`config.mk`:
```
export PLATFORM = sky130hd
export DESIGN_NAME = nco_sweep_ctrl_flat
export DESIGN_NICKNAME = d
export VERILOG_FILES = /design/src/rtl/dsm_ctrl_pkg.sv /design/src/rtl/nco_sweep_ctrl_if.sv /design/src/rtl/dwell_timer.sv /design/src/rtl/nco_sweep_ctrl.sv /design/src/flat_wrapper.sv
export SDC_FILE = /design/constraint.sdc
export NUM_CORES = 1
export LEC_CHECK = 0
export ABC_AREA = 1
export CAP_MARGIN = 0
export CORE_ASPECT_RATIO = 1.1
export CORE_UTILIZATION = 30
export CTS_CLUSTER_SIZE = 40
export DETAILED_ROUTE_END_ITERATION = 8
export HOLD_SLACK_MARGIN = 0.15
export MAX_ROUTING_LAYER = met4
export PLACE_DENSITY = 0.53
export SLEW_MARGIN = 20
export SYNTH_ARGS = -nofsm -noshare
export SYNTH_HDL_FRONTEND = slang
export SYNTH_SLANG_ARGS = --single-unit
```
`constraint.sdc`:
```
create_clock -name aclk -period 4.2 [get_ports aclk]
set_input_delay 0.84 -clock aclk [delete_from_list [all_inputs] [get_ports aclk]]
set_output_delay 0.84 -clock aclk [all_outputs]
set_load 0.01 [all_outputs]
```
`src/rtl/dsm_ctrl_pkg.sv`:
```
// Shared definitions for the DSM control blocks: NCO step format and sweep FSM states.
package dsm_ctrl_pkg;

    localparam int unsigned ACC_INT_WIDTH  = 8;
    localparam int unsigned ACC_FRAC_WIDTH = 24;
    localparam int unsigned ACC_WIDTH      = ACC_INT_WIDTH + ACC_FRAC_WIDTH;
    localparam int unsigned DWELL_WIDTH    = 16;

    typedef enum logic [1:0] {
        IDLE,
        RUN,
        DONE
    } sweep_state_t;

endpackage

```
`src/rtl/nco_sweep_ctrl_if.sv`:
```
// Config handshake, sweep control and NCO step outputs of the sweep controller.
interface nco_sweep_ctrl_if #(
    parameter int unsigned ACC_WIDTH   = dsm_ctrl_pkg::ACC_WIDTH,
    parameter int unsigned DWELL_WIDTH = dsm_ctrl_pkg::DWELL_WIDTH
);
    logic                   cfg_valid;
    logic                   cfg_ready;
    logic [ACC_WIDTH-1:0]   cfg_start;
    logic [ACC_WIDTH-1:0]   cfg_stop;
    logic [ACC_WIDTH-1:0]   cfg_incr;
    logic [DWELL_WIDTH-1:0] cfg_dwell;
    logic                   cfg_loop;
    logic                   start;
    logic                   abort;
    logic [ACC_WIDTH-1:0]   nco_step;
    logic                   nco_step_enable;
    logic                   busy;
    logic                   done;

    modport master (
        output cfg_valid, cfg_start, cfg_stop, cfg_incr, cfg_dwell, cfg_loop, start, abort,
        input  cfg_ready, nco_step, nco_step_enable, busy, done
    );

    modport slave (
        input  cfg_valid, cfg_start, cfg_stop, cfg_incr, cfg_dwell, cfg_loop, start, abort,
        output cfg_ready, nco_step, nco_step_enable, busy, done
    );

endinterface

```
`src/rtl/dwell_timer.sv`:
```
// Per-point dwell countdown: load a value, count down to zero while enabled, flag zero.
module dwell_timer #(
    parameter int unsigned WIDTH = 16
) (
    input  logic             aclk,
    input  logic             rst,
    input  logic             load_i,
    input  logic             en_i,
    input  logic [WIDTH-1:0] load_val_i,
    output logic             zero_o
);
    logic [WIDTH-1:0] count_q, count_d;

    always_comb begin
        count_d = count_q;
        if (load_i) begin
            count_d = load_val_i;
        end else if (en_i && (count_q != '0)) begin
            count_d = count_q - 1'b1;
        end
    end

    always_ff @(posedge aclk) begin
        if (rst) begin
            count_q <= '0;
        end else begin
            count_q <= count_d;
        end
    end

    assign zero_o = (count_q == '0);

endmodule

```
`src/rtl/nco_sweep_ctrl.sv`:
```
// Frequency sweep controller: steps the NCO phase increment from start to stop,
// holding each point for dwell+1 cycles, optionally looping.
module nco_sweep_ctrl #(
    parameter int unsigned ACC_WIDTH   = dsm_ctrl_pkg::ACC_WIDTH,
    parameter int unsigned DWELL_WIDTH = dsm_ctrl_pkg::DWELL_WIDTH
) (
    input  logic             aclk,
    input  logic             rst,
    nco_sweep_ctrl_if.slave  bus
);
    import dsm_ctrl_pkg::*;

    sweep_state_t           state_q, state_d;
    logic [ACC_WIDTH-1:0]   start_q, stop_q, incr_q;
    logic [DWELL_WIDTH-1:0] dwell_q;
    logic                   loop_q;
    logic [ACC_WIDTH-1:0]   step_q, step_d;
    logic                   stb_q, stb_d;
    logic                   tmr_load, tmr_zero;
    logic                   cfg_fire;
    logic [ACC_WIDTH:0]     next_sum;
    logic                   next_fits;

    assign cfg_fire  = bus.cfg_valid && bus.cfg_ready;

    // Extra bit catches wrap past full scale, which must end the sweep.
    assign next_sum  = {1'b0, step_q} + {1'b0, incr_q};
    assign next_fits = !next_sum[ACC_WIDTH] && (next_sum[ACC_WIDTH-1:0] <= stop_q);

    dwell_timer #(
        .WIDTH (DWELL_WIDTH)
    ) u_dwell (
        .aclk       (aclk),
        .rst        (rst),
        .load_i     (tmr_load),
        .en_i       (state_q == RUN),
        .load_val_i (dwell_q),
        .zero_o     (tmr_zero)
    );

    always_comb begin
        state_d  = state_q;
        step_d   = step_q;
        stb_d    = 1'b0;
        tmr_load = 1'b0;
        unique case (state_q)
            IDLE, DONE: begin
                state_d = IDLE;
                if (bus.start && !bus.abort) begin
                    state_d  = RUN;
                    step_d   = start_q;
                    stb_d    = 1'b1;
                    tmr_load = 1'b1;
                end
            end
            RUN: begin
                if (bus.abort) begin
                    state_d = IDLE;
                end else if (tmr_zero) begin
                    if (next_fits) begin
                        step_d   = next_sum[ACC_WIDTH-1:0];
                        stb_d    = 1'b1;
                        tmr_load = 1'b1;
                    end else if (loop_q) begin
                        step_d   = start_q;
                        stb_d    = 1'b1;
                        tmr_load = 1'b1;
                    end else begin
                        state_d = DONE;
                    end
                end
            end
            default: state_d = IDLE;
        endcase
    end

    always_ff @(posedge aclk) begin
        if (rst) begin
            state_q <= IDLE;
            step_q  <= '0;
            stb_q   <= 1'b0;
            start_q <= '0;
            stop_q  <= '0;
            incr_q  <= '0;
            dwell_q <= '0;
            loop_q  <= 1'b0;
        end else begin
            state_q <= state_d;
            step_q  <= step_d;
            stb_q   <= stb_d;
            if (cfg_fire) begin
                start_q <= bus.cfg_start;
                stop_q  <= bus.cfg_stop;
                incr_q  <= bus.cfg_incr;
                dwell_q <= bus.cfg_dwell;
                loop_q  <= bus.cfg_loop;
            end
        end
    end

    assign bus.cfg_ready       = (state_q != RUN);
    assign bus.nco_step        = step_q;
    assign bus.nco_step_enable = stb_q;
    assign bus.busy            = (state_q == RUN);
    assign bus.done            = (state_q == DONE);

endmodule

```
`src/flat_wrapper.sv`:
```
// flat-port wrapper written by rule: the top's interface ports become plain ports
module nco_sweep_ctrl_flat import dsm_ctrl_pkg::*;
#(
    parameter int unsigned ACC_WIDTH   = dsm_ctrl_pkg::ACC_WIDTH,
    parameter int unsigned DWELL_WIDTH = dsm_ctrl_pkg::DWELL_WIDTH
)
  (aclk, rst, bus_cfg_valid, bus_cfg_start, bus_cfg_stop, bus_cfg_incr, bus_cfg_dwell, bus_cfg_loop, bus_start, bus_abort, bus_cfg_ready, bus_nco_step, bus_nco_step_enable, bus_busy, bus_done);
  nco_sweep_ctrl_if #(.ACC_WIDTH(ACC_WIDTH), .DWELL_WIDTH(DWELL_WIDTH)) bus_i ();
  input  logic aclk;
  input  logic rst;
  input wire logic [$bits(bus_i.cfg_valid)-1:0] bus_cfg_valid;
  input wire logic [$bits(bus_i.cfg_start)-1:0] bus_cfg_start;
  input wire logic [$bits(bus_i.cfg_stop)-1:0] bus_cfg_stop;
  input wire logic [$bits(bus_i.cfg_incr)-1:0] bus_cfg_incr;
  input wire logic [$bits(bus_i.cfg_dwell)-1:0] bus_cfg_dwell;
  input wire logic [$bits(bus_i.cfg_loop)-1:0] bus_cfg_loop;
  input wire logic [$bits(bus_i.start)-1:0] bus_start;
  input wire logic [$bits(bus_i.abort)-1:0] bus_abort;
  output wire logic [$bits(bus_i.cfg_ready)-1:0] bus_cfg_ready;
  output wire logic [$bits(bus_i.nco_step)-1:0] bus_nco_step;
  output wire logic [$bits(bus_i.nco_step_enable)-1:0] bus_nco_step_enable;
  output wire logic [$bits(bus_i.busy)-1:0] bus_busy;
  output wire logic [$bits(bus_i.done)-1:0] bus_done;
  assign bus_i.cfg_valid = bus_cfg_valid;
  assign bus_i.cfg_start = bus_cfg_start;
  assign bus_i.cfg_stop = bus_cfg_stop;
  assign bus_i.cfg_incr = bus_cfg_incr;
  assign bus_i.cfg_dwell = bus_cfg_dwell;
  assign bus_i.cfg_loop = bus_cfg_loop;
  assign bus_i.start = bus_start;
  assign bus_i.abort = bus_abort;
  assign bus_cfg_ready = bus_i.cfg_ready;
  assign bus_nco_step = bus_i.nco_step;
  assign bus_nco_step_enable = bus_i.nco_step_enable;
  assign bus_busy = bus_i.busy;
  assign bus_done = bus_i.done;
  nco_sweep_ctrl #(.ACC_WIDTH(ACC_WIDTH), .DWELL_WIDTH(DWELL_WIDTH)) u_core (.aclk(aclk), .rst(rst), .bus(bus_i));
endmodule
```
==> flow_summary.toml <==
[global_route]
gr-usage-all-layers = 0.1870
globalRoute.totalOverflow = 0
grt_first_pass_wirelength_um = 45530
number_of_antenna_violations_at_the_first_check_in_global_routing = 0
grt_start_max_net_pins = 91
grt_pass1_vias = 8751

[die]
floorplan.initialDensity = 0.3061
core_area_mm2 = 0.03060
die_w_um = 170.5
floorplan.die.height_um = 187.3
design.portCount = 154
design.die.area_mm2 = 0.03193
row_count = 67

[critical_path]
crit_path_max_fanout = 11
worst-endpoint-arrival_ns = 4.22
required_ns = 4.53
setup.worst_path.end = "u_core.bus.nco_step[26]$_SDFFE_PP0P_"
rr_startpoint = "u_core.incr_q[0]$_SDFFE_PP0P_"
reg2reg_setup_slack_ns = 0.30
slowest_stage = "fa_2"
rr_endpoint = "u_core.bus.nco_step[26]$_SDFFE_PP0P_"
crit_path_frequent_cell = "nand2_1"
cp-start-kind = "flop"
rr_worst_depth = 29
critical_path_class = "flop to flop"
cp_slowest_stage_delay_ns = 0.36
cp-startpoint = "u_core.incr_q[0]$_SDFFE_PP0P_"
worst_setup_path_end_kind = "flop"

[pwr]
power.leakage_uw = 0.005452
netSwitchingPower_uw = 1703
power.clock.fraction = 0.335
cell_internal_pwr_uw = 3299
cellPowerDensity_mw_per_mm2 = 410.7
netSwitchingFraction = 0.3404
peakVddDrop_mv = 0.2253
seq_power_share = 0.366
combinational_power_share = 0.299

[sta]
tightestPinTransition_ns = 0.6285
finalClockSkew_ns = 0.008821
final_hold_viol_count = 0
maxSlewViolCount = 0
report.final.setup_viol = 0
clock.fmax_ghz = 0.2567
setup_ws_ns = 0.3044
period_minus_slack_ns = 3.896
period_share = 0.9275
final_setup_tns_ns = 0
timing.slew.headroom = 0.5804

[logic_synthesis]
synth_cells = 1390
yosys.cell_types.count = 44
synthesis.area_mm2 = 0.009365
synth_flop_cell = "dfxtp_1"
synthesis.yosys.warnings = 0
syn_nets = 1574
synth_enable_flop_cells = 0
syn_avg_cell_area_um2 = 6.738
yosys.cell_count.top_type = "nand2_1"
synth.area.top_cells = "dfxtp_1, nand2_1, nor2_1"
synth_commonest_cells = "nand2_1, nor2_1, dfxtp_1, o21ai_0, a21oi_1"
synth.largest_area_cell = "dfxtp_1"
synth.top_cell.area_share = 0.3506
async_flop_share = 0
ys_ff_latch = 164
yosysSeqAreaShare = 0.3506

[cells_and_area]
areaGrowthSynthToFinish_pct = 30.03
multiInputGateArea_mm2 = 0.005440
register_area_mm2 = 0.003284
final_net_count = 1714
post-route-util = 0.3980
layoutNonFillerInstCount = 1957
filler_cell_count = 3272
antenna-diode-count = 0
drive_above_1_share = 0.06805

[clocking]
cts_hold_buffers = 0
cts-buffers-inserted = 17
cts-root-to-sink-buffers = 2
cts_tree = "done"
latest_clock_arrival_within_the_worst_skew_pair_ns = 0.43
clock_tree.htree_level_count = 4
clock-sinks = 164
clk_pin_slew_worst_paths_ns = 0.07
clk_root_buffer_cell = "clkbuf_16"

[placed_design]
dp.final_hpwl_um = 21390
placedCellCount = 1921
pre_cts_slack_ns = -0.03902
gp_routability_congestion = 0.9032
port_buffers = 153

[detailed_routing]
dr_total_vias = 8985
drt-wirelength-per-cell_um = 14.41
drtPass1Iterations = 5
routed_wirelength_um = 28190
detail-route-antenna-nets = 0
drtIter0Drc = 428
post-route-drc-count = 0
viasPerCell = 4.591

[worst_hold_path]
min_path_type = "flop to flop"

[run_status]
status = "completed"

[flow_run]
max-cap-violations = 0
## layout make-up
class                           instances  area share
Clock buffer                           17     0.03493
Clock inverter                         15     0.01582
Inverter                              120     0.03740
Multi-Input combinational cell       1045      0.4467
Sequential cell                       164      0.2697
Tap cell                              414     0.04254
Timing Repair Buffer                  182      0.1529
## repair_timing
| action | 4_1_cts | 5_1_grt |
|---|---|---|
| buffers inserted | 0 | 3 |
| resized for setup | 0 | 39 |
| pin swaps | 0 | 2 |
| setup endpoints to repair | 38 | 49 |
| cloned | 0 | 1 |
## stage by stage
step | area, µm² | hold slack, ns | total power (µW)
2_1_floorplan | 9365 | 0.4289 | 2819
3_3_place_gp | 11380 | 0.4445 | 3308
3_5_place_dp | 11380 | 0.4501 | 3324
4_1_cts | 12000 | 0.4597 | 5007
5_1_grt | 12180 | 0.4839 | 5336
6_report | 12180 | 0.4618 | 5002
## worst max-delay path: cells and delay by family (launching register included)
| kind | cells | cell delay [ns] |
|---|---|---|
| and+or+nand+nor | 17 | 1.68 |
| DFF | 1 | 0.35 |
| AOI/OAI and AO/OA | 4 | 0.49 |
| buffers and inverters | 5 | 0.43 |
| adders and majority gates | 3 | 0.83 |
## sequential cells by signal, indices dropped and copies added (netlist names)
signal	count
u_core.stop_q	32
u_core.dwell_q	16
u_core.start_q	32
u_core.state_q	2
u_core.bus.nco_step_enable	1
u_core.loop_q	1
u_core.incr_q	32
u_core.u_dwell.count_q	16
u_core.bus.nco_step	32
## cell families (layout without fill, tap and decap cells)
logic type	count (synthesis)	after routing	share of synthesized area
buffers and inverters	181	334	0.07922
xor gates and xnor gates	36	36	0.03367
and+or+nand+nor	645	645	0.2810
adders and majority gates	66	66	0.08898
DFF	164	164	0.3506
AOI/OAI and AO/OA	298	298	0.1666
## metal layers
| layer | part of all wire | vias up | global-route usage |
|---|---|---|---|
| met4 | 0.016 | 0 | 0.05544 |
| met5 | 0 | - | - |
| li1 | - | 4762 | - |
| met2 | 0.46 | 156 | 0.2952 |
| met3 | 0.033 | 21 | 0.02158 |
| met1 | 0.49 | 4046 | 0.2492 |
## power groups by stage
stage               combinational [µW]  clock [µW]  sequential, µW
floorplan                          978           0            1840
detailed placement                1460           0            1870
global route                      1710        1770            1850
CTS                               1470        1710            1830
finish                            1490        1680            1830
global placement                  1440           0            1860
## cell usage in the layout (no fill, tap or decap), types with 6 or more instances in the layout
| cell type | count |
|---|---|
| nand2_1 | 304 |
| nor2_1 | 248 |
| dfxtp_1 | 163 |
| clkdlybuf4s50_1 | 153 |
| o21ai_0 | 143 |
| a21oi_1 | 120 |
| inv_1 | 115 |
| ha_1 | 62 |
| nand3_1 | 39 |
| xor2_1 | 27 |
| buf_4 | 20 |
| clkbuf_16 | 18 |
| nand3b_1 | 11 |
| o21ai_1 | 10 |
| nand2_2 | 8 |
| nor3_1 | 8 |
| xnor2_1 | 8 |
| a21o_1 | 7 |
| buf_12 | 7 |
| inv_6 | 6 |
## worst min-delay path by stage
| stage | start | to | cells past startpoint | slack (ns) |
|---|---|---|---|---|
| 4_1_cts | u_core.dwell_q[13]$_SDFFE_PP0P_ | u_core.dwell_q[13]$_SDFFE_PP0P_ | 2 | 0.46 |
| 3_5_place_dp | u_core.dwell_q[13]$_SDFFE_PP0P_ | u_core.dwell_q[13]$_SDFFE_PP0P_ | 2 | 0.45 |
| 6_report | u_core.stop_q[8]$_SDFFE_PP0P_ | u_core.stop_q[8]$_SDFFE_PP0P_ | 2 | 0.46 |
| 3_3_place_gp | u_core.dwell_q[13]$_SDFFE_PP0P_ | u_core.dwell_q[13]$_SDFFE_PP0P_ | 2 | 0.44 |
| 5_1_grt | u_core.stop_q[1]$_SDFFE_PP0P_ | u_core.stop_q[1]$_SDFFE_PP0P_ | 2 | 0.48 |
| 2_1_floorplan | u_core.dwell_q[0]$_SDFFE_PP0P_ | u_core.u_dwell.count_q[0]$_SDFFE_PP0P_ | 2 | 0.43 |
Power figures use the tool's default switching activity.
